### src/rtl/hankasan_ctrl.sv
// Two-cycle fetch/execute sequencer for the 4 x 4-bit register bank datapath.
// Optional single-step mode (PAUSE state plus a step input) is enabled by the SINGLE_STEP_EN macro.
module hankasan_ctrl #(
    parameter int              PC_W     = 4,
    parameter logic [PC_W-1:0] RESET_PC = {PC_W{1'b0}}
) (
    input  logic            ck,
    input  logic            res,
    input  logic            run,
`ifdef SINGLE_STEP_EN
    input  logic            step,
`endif
    input  logic [7:0]      instr,
    input  logic            carry,
    output logic [PC_W-1:0] pc,
    output logic [1:0]      sel,
    output logic [3:0]      imm,
    output logic [3:0]      load,
    output logic            busy,
    output logic            halted
);

    typedef enum logic [2:0] {
        S_IDLE  = 3'd0,
        S_FETCH = 3'd1,
        S_EXEC  = 3'd2,
`ifdef SINGLE_STEP_EN
        S_PAUSE = 3'd4,
`endif
        S_HALT  = 3'd3
    } state_t;

    localparam logic [PC_W-1:0] PC_ONE = {{(PC_W-1){1'b0}}, 1'b1};

    state_t          state_q;
    logic [7:0]      ir_q;
    logic            cflag_q;
    logic [PC_W-1:0] pc_q;
    logic [1:0]      sel_q;
    logic [3:0]      imm_q;
    logic [3:0]      load_q;
    logic            busy_q;
    logic            halted_q;

    logic [PC_W-1:0] pc_d;
    logic [PC_W-1:0] pc_inc_s;
    logic [PC_W-1:0] target_s;
    logic            cflag_d;
    logic            halt_d;

    // Strobe decode, applied to the word being latched into IR so it lines up with EXEC.
    function automatic logic [3:0] dec_load(input logic [7:0] ir);
        logic [3:0] ld;
        case (ir[7:6])
            2'b00, 2'b01: ld = 4'b0001 << ir[5:4];
            default:      ld = 4'b0000;
        endcase
        return ld;
    endfunction

    function automatic logic [1:0] dec_sel(input logic [7:0] ir);
        logic [1:0] s;
        case (ir[7:6])
            2'b00:   s = ir[1:0];
            2'b01:   s = ir[5:4];
            default: s = 2'b00;
        endcase
        return s;
    endfunction

    function automatic logic [3:0] dec_imm(input logic [7:0] ir);
        logic [3:0] v;
        case (ir[7:6])
            2'b01:   v = ir[3:0];
            default: v = 4'h0;
        endcase
        return v;
    endfunction

    // Execute-stage results: next PC, next carry flag and halt request.
    always_comb begin
        pc_inc_s        = pc_q + PC_ONE;
        target_s        = {PC_W{1'b0}};
        target_s[3:0]   = ir_q[3:0];
        pc_d            = pc_inc_s;
        cflag_d         = 1'b0;
        halt_d          = 1'b0;
        case (ir_q[7:6])
            2'b00: pc_d = pc_inc_s;
            2'b01: begin
                pc_d    = pc_inc_s;
                cflag_d = carry;
            end
            2'b10: begin
                if (cflag_q) begin
                    pc_d = pc_inc_s;
                end else begin
                    pc_d = target_s;
                end
            end
            2'b11: begin
                case (ir_q[5:4])
                    2'b00: pc_d = target_s;
                    2'b11: begin
                        pc_d   = pc_q;
                        halt_d = 1'b1;
                    end
                    default: pc_d = pc_inc_s;
                endcase
            end
            default: pc_d = pc_inc_s;
        endcase
    end

    // Sequencer FSM with registered datapath controls; strobes default low every cycle.
    always_ff @(posedge ck or negedge res) begin
        if (!res) begin
            state_q  <= S_IDLE;
            ir_q     <= 8'h00;
            cflag_q  <= 1'b0;
            pc_q     <= RESET_PC;
            sel_q    <= 2'b00;
            imm_q    <= 4'h0;
            load_q   <= 4'h0;
            busy_q   <= 1'b0;
            halted_q <= 1'b0;
        end else begin
            sel_q  <= 2'b00;
            imm_q  <= 4'h0;
            load_q <= 4'h0;
            case (state_q)
                S_IDLE: begin
                    if (run) begin
                        state_q <= S_FETCH;
                        busy_q  <= 1'b1;
                    end
                end
                S_FETCH: begin
                    ir_q    <= instr;
                    sel_q   <= dec_sel(instr);
                    imm_q   <= dec_imm(instr);
                    load_q  <= dec_load(instr);
                    state_q <= S_EXEC;
                    busy_q  <= 1'b1;
                end
                S_EXEC: begin
                    pc_q    <= pc_d;
                    cflag_q <= cflag_d;
                    if (halt_d) begin
                        state_q  <= S_HALT;
                        busy_q   <= 1'b0;
                        halted_q <= 1'b1;
                    end else begin
`ifdef SINGLE_STEP_EN
                        state_q <= S_PAUSE;
                        busy_q  <= 1'b0;
`else
                        state_q <= S_FETCH;
                        busy_q  <= 1'b1;
`endif
                    end
                end
`ifdef SINGLE_STEP_EN
                S_PAUSE: begin
                    if (step) begin
                        state_q <= S_FETCH;
                        busy_q  <= 1'b1;
                    end
                end
`endif
                S_HALT: begin
                    if (run) begin
                        state_q  <= S_FETCH;
                        pc_q     <= RESET_PC;
                        cflag_q  <= 1'b0;
                        busy_q   <= 1'b1;
                        halted_q <= 1'b0;
                    end
                end
                default: begin
                    state_q  <= S_IDLE;
                    busy_q   <= 1'b0;
                    halted_q <= 1'b0;
                end
            endcase
        end
    end

    assign pc     = pc_q;
    assign sel    = sel_q;
    assign imm    = imm_q;
    assign load   = load_q;
    assign busy   = busy_q;
    assign halted = halted_q;

endmodule
### config.mk
export PLATFORM = sky130hd
export DESIGN_NAME = hankasan_ctrl
export DESIGN_NICKNAME = d
export VERILOG_FILES = /design/src/rtl/hankasan_ctrl.sv
export SDC_FILE = /design/constraint.sdc
export NUM_CORES = 1
export LEC_CHECK = 0
export CELL_PAD_IN_SITES_DETAIL_PLACEMENT = 1
export CELL_PAD_IN_SITES_GLOBAL_PLACEMENT = 2
export CORE_AREA = 2 2 67 69
export DETAILED_ROUTE_END_ITERATION = 8
export DIE_AREA = 0 0 69 71
export MAX_ROUTING_LAYER = met4
export PLACE_DENSITY_LB_ADDON = 0.1
export SLEW_MARGIN = 30
export SYNTH_ARGS = -nofsm -noshare
export SYNTH_HDL_FRONTEND = slang
export SYNTH_SLANG_ARGS = --single-unit
### constraint.sdc
create_clock -name ck -period 2.05 [get_ports ck]
set_clock_uncertainty 0.05 [all_clocks]
set_input_delay 0.3075 -clock ck [delete_from_list [all_inputs] [get_ports ck]]
set_output_delay 0.3075 -clock ck [all_outputs]
set_load 0.1 [all_outputs]
# Yosys cells after proc, flatten, opt, wreduce, memory -nomap -nowiden
# Index checks and enable logic that the tools add are counted.
[totals]
ff_bits = 28
word_cells = 60
inputBits = 12
out_inout_bits = 16
[op_classes]
n_bitwise = 1
eq_ne = 12
n_mux = 24
add_sub_neg = 1
reduce_logical = 12
shifts = 1
[op_table]
columns = ["op", "n"]
rows = [
  ["two-way mux 4 bit", 6],
  ["case mux 4 bit (2 select lines)", 2],
  ["case mux 4 bit (3 select lines)", 1],
  ["case mux 3 bit (3 select lines)", 1],
  ["OR reduction 2 bit", 4],
  ["two-way mux 1 bit", 7],
  ["equality test 2 bit (second input constant)", 3],
  ["equality test 3 x 2 -> 1 bit (second input constant)", 2],
  ["logical NOT 2 bit", 3],
  ["case mux 1 bit (3 select lines)", 2],
  ["AND reduction 3 bit", 2],
  ["adder 4 x 1 -> 4 bit (second input constant)", 1],
  ["equality test 2 x 1 -> 1 bit (second input constant)", 2],
  ["two-way mux 2 bit", 2],
  ["inequality test 2 bit (second input constant)", 2],
  ["case mux 2 bit (2 select lines)", 1],
  ["left shift 1 x 2 -> 4 bit (first input constant)", 1],
  ["equality test 3 x 1 -> 1 bit (second input constant)", 1],
  ["logical NOT 3 bit", 1],
  ["two-way mux 3 bit", 1],
  ["inequality test 3 bit (second input constant)", 1],
  ["inequality test 2 x 1 -> 1 bit (second input constant)", 1],
  ["case mux 1 bit (2 select lines)", 1],
  ["AND reduction 2 bit", 1],
  ["2 further kinds", 2],
]

# Logic depth before layout (Yosys ltp)
[logic_depth]
ltp_word = 5
mapped_depth = 7
depth_no_buf = 6

# Worst setup path after synthesis
# No wires, ideal clock.
[synth_path]
path_type = "register -> register"
from = "register pc_q[0], in the netlist pc[0]"
to = "register pc_q[2], in the netlist pc[2]"
stages_incl_launch_ff = 6
n_path_buf = 0
arrival_time_ns = 1.564
setup_slack_ns = 0.353
required_ns = 1.917
path_cell_list = "dfrtp_1 ha_1 inv_1 nor2_1 mux2i_1 o22ai_1"
[synth_between]
elab_chain_len = 4
elab_cells_between_ends = 5
cone_classes = "add/sub: 1; mux: 4"
[synth_rtl]
columns = ["element", "line_no", "rtl"]
rows = [
  ["start, declared", "38", "logic [PC_W-1:0] pc_q;"],
  ["start signal, assigned", "147", "pc_q <= pc_d;"],
  ["adder 4 x 1 -> 4 bit (*)", "82", "pc_inc_s = pc_q + PC_ONE;"],
  ["case mux 4 bit (2 select lines) or two-way mux 4 bit (tied branches)", "102, 95", ""],
  ["case mux 4 bit (3 select lines) (*)", "88", "case (ir_q[7:6])"],
  ["case mux 4 bit (2 select lines) (*)", "131", "case (state_q)"],
]
# Every way passes the cells marked *; elsewhere a longest branch is shown, timed or not.
# A chain may end at the register's enable or synchronous reset.

# Final worst setup path
[layout_path]
from = "register state_q[0]"
to = "register pc_q[2], in the netlist pc[2]"
[layout_between]
elab_chain_len = 3
elab_cells_between_ends = 7
cone_classes = "eq/ne: 4; mux: 1; reduce/logical: 2"
[layout_rtl]
columns = ["element", "line_no", "rtl"]
rows = [
  ["start, declared", "35", "state_t state_q;"],
  ["start signal, assigned", "118", "state_q <= S_IDLE;"],
  ["start signal, assigned", "134", "state_q <= S_FETCH;"],
  ["start signal, assigned", "143", "state_q <= S_EXEC;"],
  ["equality test 3 x 2 -> 1 bit", "131", ""],
  ["inequality test 3 bit (no source line) (tied with other cells)", "-", ""],
  ["AND reduction 3 bit (no source line)", "-", ""],
]
# Several ways; a longest one is shown, not always the timed one.

==> flow_metrics.tcl <==
set metrics [dict create \
    status "finished, final reports clean" \
    grt-ovfl-total 0 \
    antenna_cells 0 \
    pre_cts_ws_ps 481 \
    crit_slowest_cell "dfrtp_1" \
    syn-num-nets 131 \
    seq_area_frac_synth_pct 55.7 \
    crit_path_end "pc[2]$_DFFE_PN0P_" \
    final_nets 162 \
    ff2ff_setup_slack_ps 470 \
    max_slew_margin_pct 76.8 \
    period_needed_ps 1580 \
    worstHoldPathType "input pin to asynchronous set/reset pin" \
    syn_area_per_cell_um2 10.7 \
    synth.cell_area_mm2 0.00121 \
    finalSetupTns_ps 0 \
    r2r_start "state_q[0]$_DFFE_PN0P_" \
    synth.most_common_cell "dfrtp_1" \
    synth_ff_type "dfrtp_1" \
    drive_gt1_share_pct 19.6 \
    holdBufCountCts 0 \
    slew_violations 0 \
    utilization_pct 37.0 \
    die_width_um 69 \
    hpwl_mm 1.95 \
    grt_pass1_vias 934 \
    crit_type "flop to flop" \
    wire_per_inst_um 12.9 \
    grt_usage_pct 11.8 \
    cp_max_fo 6 \
    coreArea_mm2 0.00420 \
    setup_slack_ps 473 \
    ctsResizeCount 0 \
    synthArstFlopShare_pct 100 \
    fill_cells 471 \
    synth_area_leaders "dfrtp_1 56%, ha_1 6.2%, mux2i_1 5.8%, nor2_1 4.3%, inv_1 3.4%" \
    vdd_ir_drop_max_v 0.000350 \
    crit_chain "inv_1 > ha_1 > nor2b_1 > and2_1 > a31oi_1 > o22ai_1" \
    die_height_um 71 \
    power_density_mw_per_mm2 1510 \
    portBuffers 27 \
    htree_levels 1 \
    synth_top_cells_by_count "27 x dfrtp_1, 14 x nor2_1, 11 x inv_1" \
    die_area_mm2 0.00490 \
    synth_edf_count 0 \
    clk-insertion-delay-late_ps 270 \
    vias_per_cell 4.53 \
    drc_errors 0 \
    fin_crit_sh_pct 76.9 \
    fmax_ghz 0.634 \
    ys_warn_count 0 \
    post_cts_buffers 0 \
    route.final.wire_length_mm 2.51 \
    critPathLaunchType "flop" \
    setup_violations 0 \
    io_pins 28 \
    drt_iter0_drc 44 \
    critical_path.startpoint "state_q[0]$_DFFE_PN0P_" \
    initial_core_util_pct 28.9 \
    final_hold_viol_count 0 \
    clockBufferDepth 2 \
    cts_tree "done" \
    place_congestion 0.748 \
    cts-root-buf "clkbuf_8" \
    clkSinkCount 27 \
    antenna_found_initial 0 \
    yosysUniqueCellTypes 27 \
    yosys.area.top_type "dfrtp_1" \
    path_clk_slew_ps 100 \
    synth_cells 113 \
    grt_pass1_wl_mm 4.49 \
    ant_nets 0 \
    p_leak_nw 0.752 \
    grt_setup_unrepaired "no" \
    num_vias 883 \
    r2r_end "pc[2]$_DFFE_PN0P_" \
    area_delta_synth_final_pct 28.2 \
    firstDrtPassIters 4 \
    cp.required_ps 2200 \
    slowest_delay_ps 440 \
    grt_max_degree 28 \
    cts_inserted_buffers 3 \
    crit_arrival_ps 1720 \
    netlist.area_leader.share_pct 55.7 \
    r2r_cells 6 \
    worstMarginPinSlew_ps 348 \
    end_kind "flop" \
    std_cell_rows 24 \
    synth-seq-cells 27 \
    max-cap-violations 0 \
]
-- state kept, by name, summed over array words and instances (netlist names) --
register	cells
ir_q	8
imm	4
load	4
pc	4
sel	2
state_q	2
busy	1
cflag_q	1
halted	1
-- placed cells by master (no fill, tap or decap), types with 2 or more instances in the layout --
| cell type | n |
|---|---|
| o21ai_0 | 8 |
| clkbuf_8 | 3 |
| a21oi_1 | 3 |
| nor2_1 | 14 |
| nor3b_1 | 2 |
| ha_1 | 6 |
| o22ai_1 | 2 |
| nand2_1 | 8 |
| nand2b_1 | 2 |
| nor3_1 | 2 |
| clkdlybuf4s50_1 | 11 |
| inv_1 | 11 |
| buf_4 | 18 |
| a31oi_1 | 3 |
| mux2i_1 | 7 |
| dfrtp_1 | 27 |
| nand3_1 | 2 |
| mux2_2 | 3 |
-- final cells by class --
class / instances / area [um2] / share of cell area [%]
sequential: 27 / 676 / 43.4
multi-input combinational: 72 / 484 / 31.1
timing repair buffer: 29 / 245 / 15.8
tap: 52 / 65.1 / 4.18
clock buffer: 4 / 45.0 / 2.89
inverter: 11 / 41.3 / 2.65
-- cell families after synthesis --
kind of cell    after synthesis  share of synthesized area (%)
fa+ha+maj                     6                           6.19
buf+inv                      14                           4.43
flops                        27                           55.7
compound gates               20                           10.5
simple gates                 36                           14.6
mux                          10                           8.56
-- worst min-delay path by stage --
stage | end | cells past startpoint | slack [ps] | startpoint
floorplan | busy$_DFFE_PN0P_ | 0 | -40 | res
global placement | halted$_DFFE_PN0P_ | 1 | 440 | halted$_DFFE_PN0P_
detailed placement | halted$_DFFE_PN0P_ | 1 | 440 | halted$_DFFE_PN0P_
CTS | halted$_DFFE_PN0P_ | 2 | 370 | res
global route | pc[1]$_DFFE_PN0P_ | 2 | 380 | res
finish | halted$_DFFE_PN0P_ | 2 | 350 | res
-- power breakdown --
| part | switching [mW] | internal, mW | total [mW] |
|---|---|---|---|
| registers | 0.141 | 0.698 | 0.839 |
| clock network | 0.167 | 0.139 | 0.306 |
| logic | 0.825 | 0.376 | 1.20 |
-- routing by layer --
layer	global-route usage [%]	up-vias	wire length, um
met5	-	-	0
met4	3.92	0	21
met3	2.42	2	99
met2	18.2	21	1130
met1	15.7	423	1260
li1	-	437	-
-- stage by stage --
| step | hold slack, ps | total power, mW | std cells | cell area [um2] |
|---|---|---|---|---|
| final | 350 | 2.35 | 195 | 1560 |
| after global routing | 383 | 2.54 | 195 | 1560 |
| after CTS | 367 | 2.38 | 195 | 1560 |
| after detailed placement | 436 | 2.06 | 191 | 1510 |
| after global placement | 438 | 2.05 | 191 | 1510 |
| after floorplan | -38.1 | 1.77 | 113 | 1210 |
-- critical path: cells and delay by family, from the launching register on --
| family | cells | cell delay, ps |
|---|---|---|
| and+or+nand+nor | 2 | 440 |
| buffers and inverters | 1 | 100 |
| DFF | 1 | 440 |
| adders and majority gates | 1 | 250 |
| AOI/OAI and AO/OA | 2 | 230 |
Power figures use the tool's default switching activity.
==> variant: new RTL, same flow settings <==
Re-encode `state_t` (4 states) as Gray code, 2 bits wide.
--- a/src/rtl/hankasan_ctrl.sv
+++ b/src/rtl/hankasan_ctrl.sv
@@ -21,12 +21,12 @@
 );
 
-    typedef enum logic [2:0] {
-        S_IDLE  = 3'd0,
-        S_FETCH = 3'd1,
-        S_EXEC  = 3'd2,
+    typedef enum logic [1:0] {
+        S_IDLE  = 2'b00,
+        S_FETCH = 2'b01,
+        S_EXEC  = 2'b11,
 `ifdef SINGLE_STEP_EN
         S_PAUSE = 3'd4,
 `endif
-        S_HALT  = 3'd3
+        S_HALT  = 2'b10
     } state_t;
 
Function: same outputs for any inputs over 10 cycles, from zero or initial values; not proved beyond that.
==> variant against the unedited design <==
  * Total power is 7.0% higher
  * Routed wire length increased by 2.6%
  * Count of clock-buffer cells in the layout unchanged
  * Final area decreased by 4.9%
  * Worst setup slack better by 0.16 ns
  * Sequential cell count is the same
  * Area after synthesis down 6.1%
  * Non-clock buffer count unchanged
  * Critical endpoint is now pc[0]
==> variant: results (changes against the unedited design) <==
Commonest cells post-synth: dfrtp_1 (27), nor2_1 (11), mux2_2 (8) (was dfrtp_1 (27), nor2_1 (14), inv_1 (11))
Total GRT Usage: 11.57% (was 11.83%)
worst r2r src: ir_q[6] (was state_q[0])
max reg flops: 8 (unchanged)
CP delay by family, top: flip-flops (unchanged)
reg2reg path depth: 4 (was 6)
Arrival @ worst endpoint: 1.06 ns (was 1.72 ns)
H-Tree Depth: 1 (unchanged)
Clock Latency Late Sink: 0.27 ns (about the same)
Port Buf Inserts: 27 (unchanged)
Crit Path Max Fanout: 5 (was 6)
GP Congestion: 0.7346 (was 0.7483)
RR Endpoint: pc[2] (unchanged)
leakage: 0.6855 nW (was 0.7521 nW)
CTS resizes: 0 (unchanged)
worst-margin pin slew: 0.3469 ns (was 0.3480 ns)
vias in the first global route: 873 (was 934)
Crit-path slowest cell: dfrtp_1 (unchanged)
Hold WS: 0.3576 ns (was 0.3498 ns)
most area-consuming cells after synthesis: dfrtp_1 (59%), mux2_2 (7.9%), mux2i_1 (4.4%) (was dfrtp_1 (56%), ha_1 (6.2%), mux2i_1 (5.8%))
fraction of registers with async set/reset: 100.0% (unchanged)
post-CTS setup buffers: 0 (unchanged)
nets: 138 (was 162)
DR WL/cell: 14.65 um (was 12.88 um)
1st-iter DRT viols: 24 (was 44)
cell area after synthesis: 1140 um2 (was 1214 um2)
clock buffer depth: 2 (unchanged)
antenna violations before repair: 0 (unchanged)
Layout fillers: 472 (was 471)
layout cells sized above 1: 25.81% (was 19.58%)
Max VDD drop: 516.0 uV (was 350.4 uV)
pre-CTS setup slack: 0.5533 ns (was 0.4811 ns)
largest net degree at the start of global routing: 28 (unchanged)
Final Cycle Share: 69.11% (was 76.93%)
Antenna diodes: 0 (unchanged)
Top Layer Used: met4 (unchanged)
status: complete, no violations (unchanged)
Net Sw Frac: 48.89% (was 48.28%)
Critical Path Max Stage Delay: 0.46 ns (was 0.44 ns)
WL met1: 1265 um (was 1259 um)
Netlist cell types: 27 (unchanged)
post-synth net total: 106 (was 131)
Num CTS Buffers: 3 (unchanged)
largest register by flop count: ir_q (unchanged)
Pre-antenna DRT Iters: 2 (was 4)
yosys warns: 0 (unchanged)
post-DP HPWL: 1889 um (was 1948 um)
first-pass GRT wire length: 4360 um (was 4491 um)
DR vias: 825 (was 883)
Seq/Total Area, Yosys: 59.28% (was 55.67%)
met2 WL: 1209 um (was 1132 um)
met3 routed WL: 77 um (was 99 um)
CTS root buffer: clkbuf_8 (unchanged)
R2R Setup Slk: 0.67 ns (was 0.47 ns)
[variant: layout make-up]
type / instances / area (um2) / share of cell area, %
Clock buffer: 4 / 45.04 / 3.043
Inverter: 1 / 3.754 / 0.2536
Tap cell: 52 / 65.06 / 4.396
Multi-Input combinational cell: 63 / 445.4 / 30.09
Sequential cell: 27 / 675.6 / 45.65
Timing Repair Buffer: 29 / 245.2 / 16.57
[variant: kinds of logic after synthesis]
group                    after synthesis  share of synthesized area, %
AND/OR/NAND/NOR                       40                         19.87
flip-flops                            27                         59.28
buffers and inverters                  3                         1.646
adder cells (fa/ha/maj)                1                         1.098
AO/OA/AOI/OAI                          9                         5.817
multiplexers                          13                         12.29
[variant: worst max-delay path by stage]
| stage | startpoint | to |
|---|---|---|
| after floorplan | pc[0] | pc[2] |
| after CTS | pc[0] | pc[0] |
| after global routing | state_q[0] | load[2] |
| after detailed placement | run | pc[2] |
| final | pc[0] | pc[0] |
| after global placement | run | pc[2] |
[variant: power by group through the flow]
stage	Combinational, mW	Sequential [mW]	Clock [mW]
floorplan	0.536	1.39	0
global placement	1.32	0.910	0
detailed placement	1.33	0.910	0
CTS	1.33	0.900	0.317
global route	1.42	0.926	0.337
finish	1.31	0.894	0.304
[variant: routing by layer]
layer	vias to the layer above	global-route usage (%)
li1	391	-
met1	418	14.95
met2	14	18.16
met3	2	1.567
met4	0	5.229
met5	-	-
[variant: per-stage QoR]
stage          instances  cell area, um2  utilization, %
2_1_floorplan         93            1140               -
3_3_place_gp         172            1435           34.14
3_5_place_dp         172            1435           34.14
4_1_cts              176            1480           35.21
5_1_grt              176            1480           35.21
6_report             176            1480           35.21
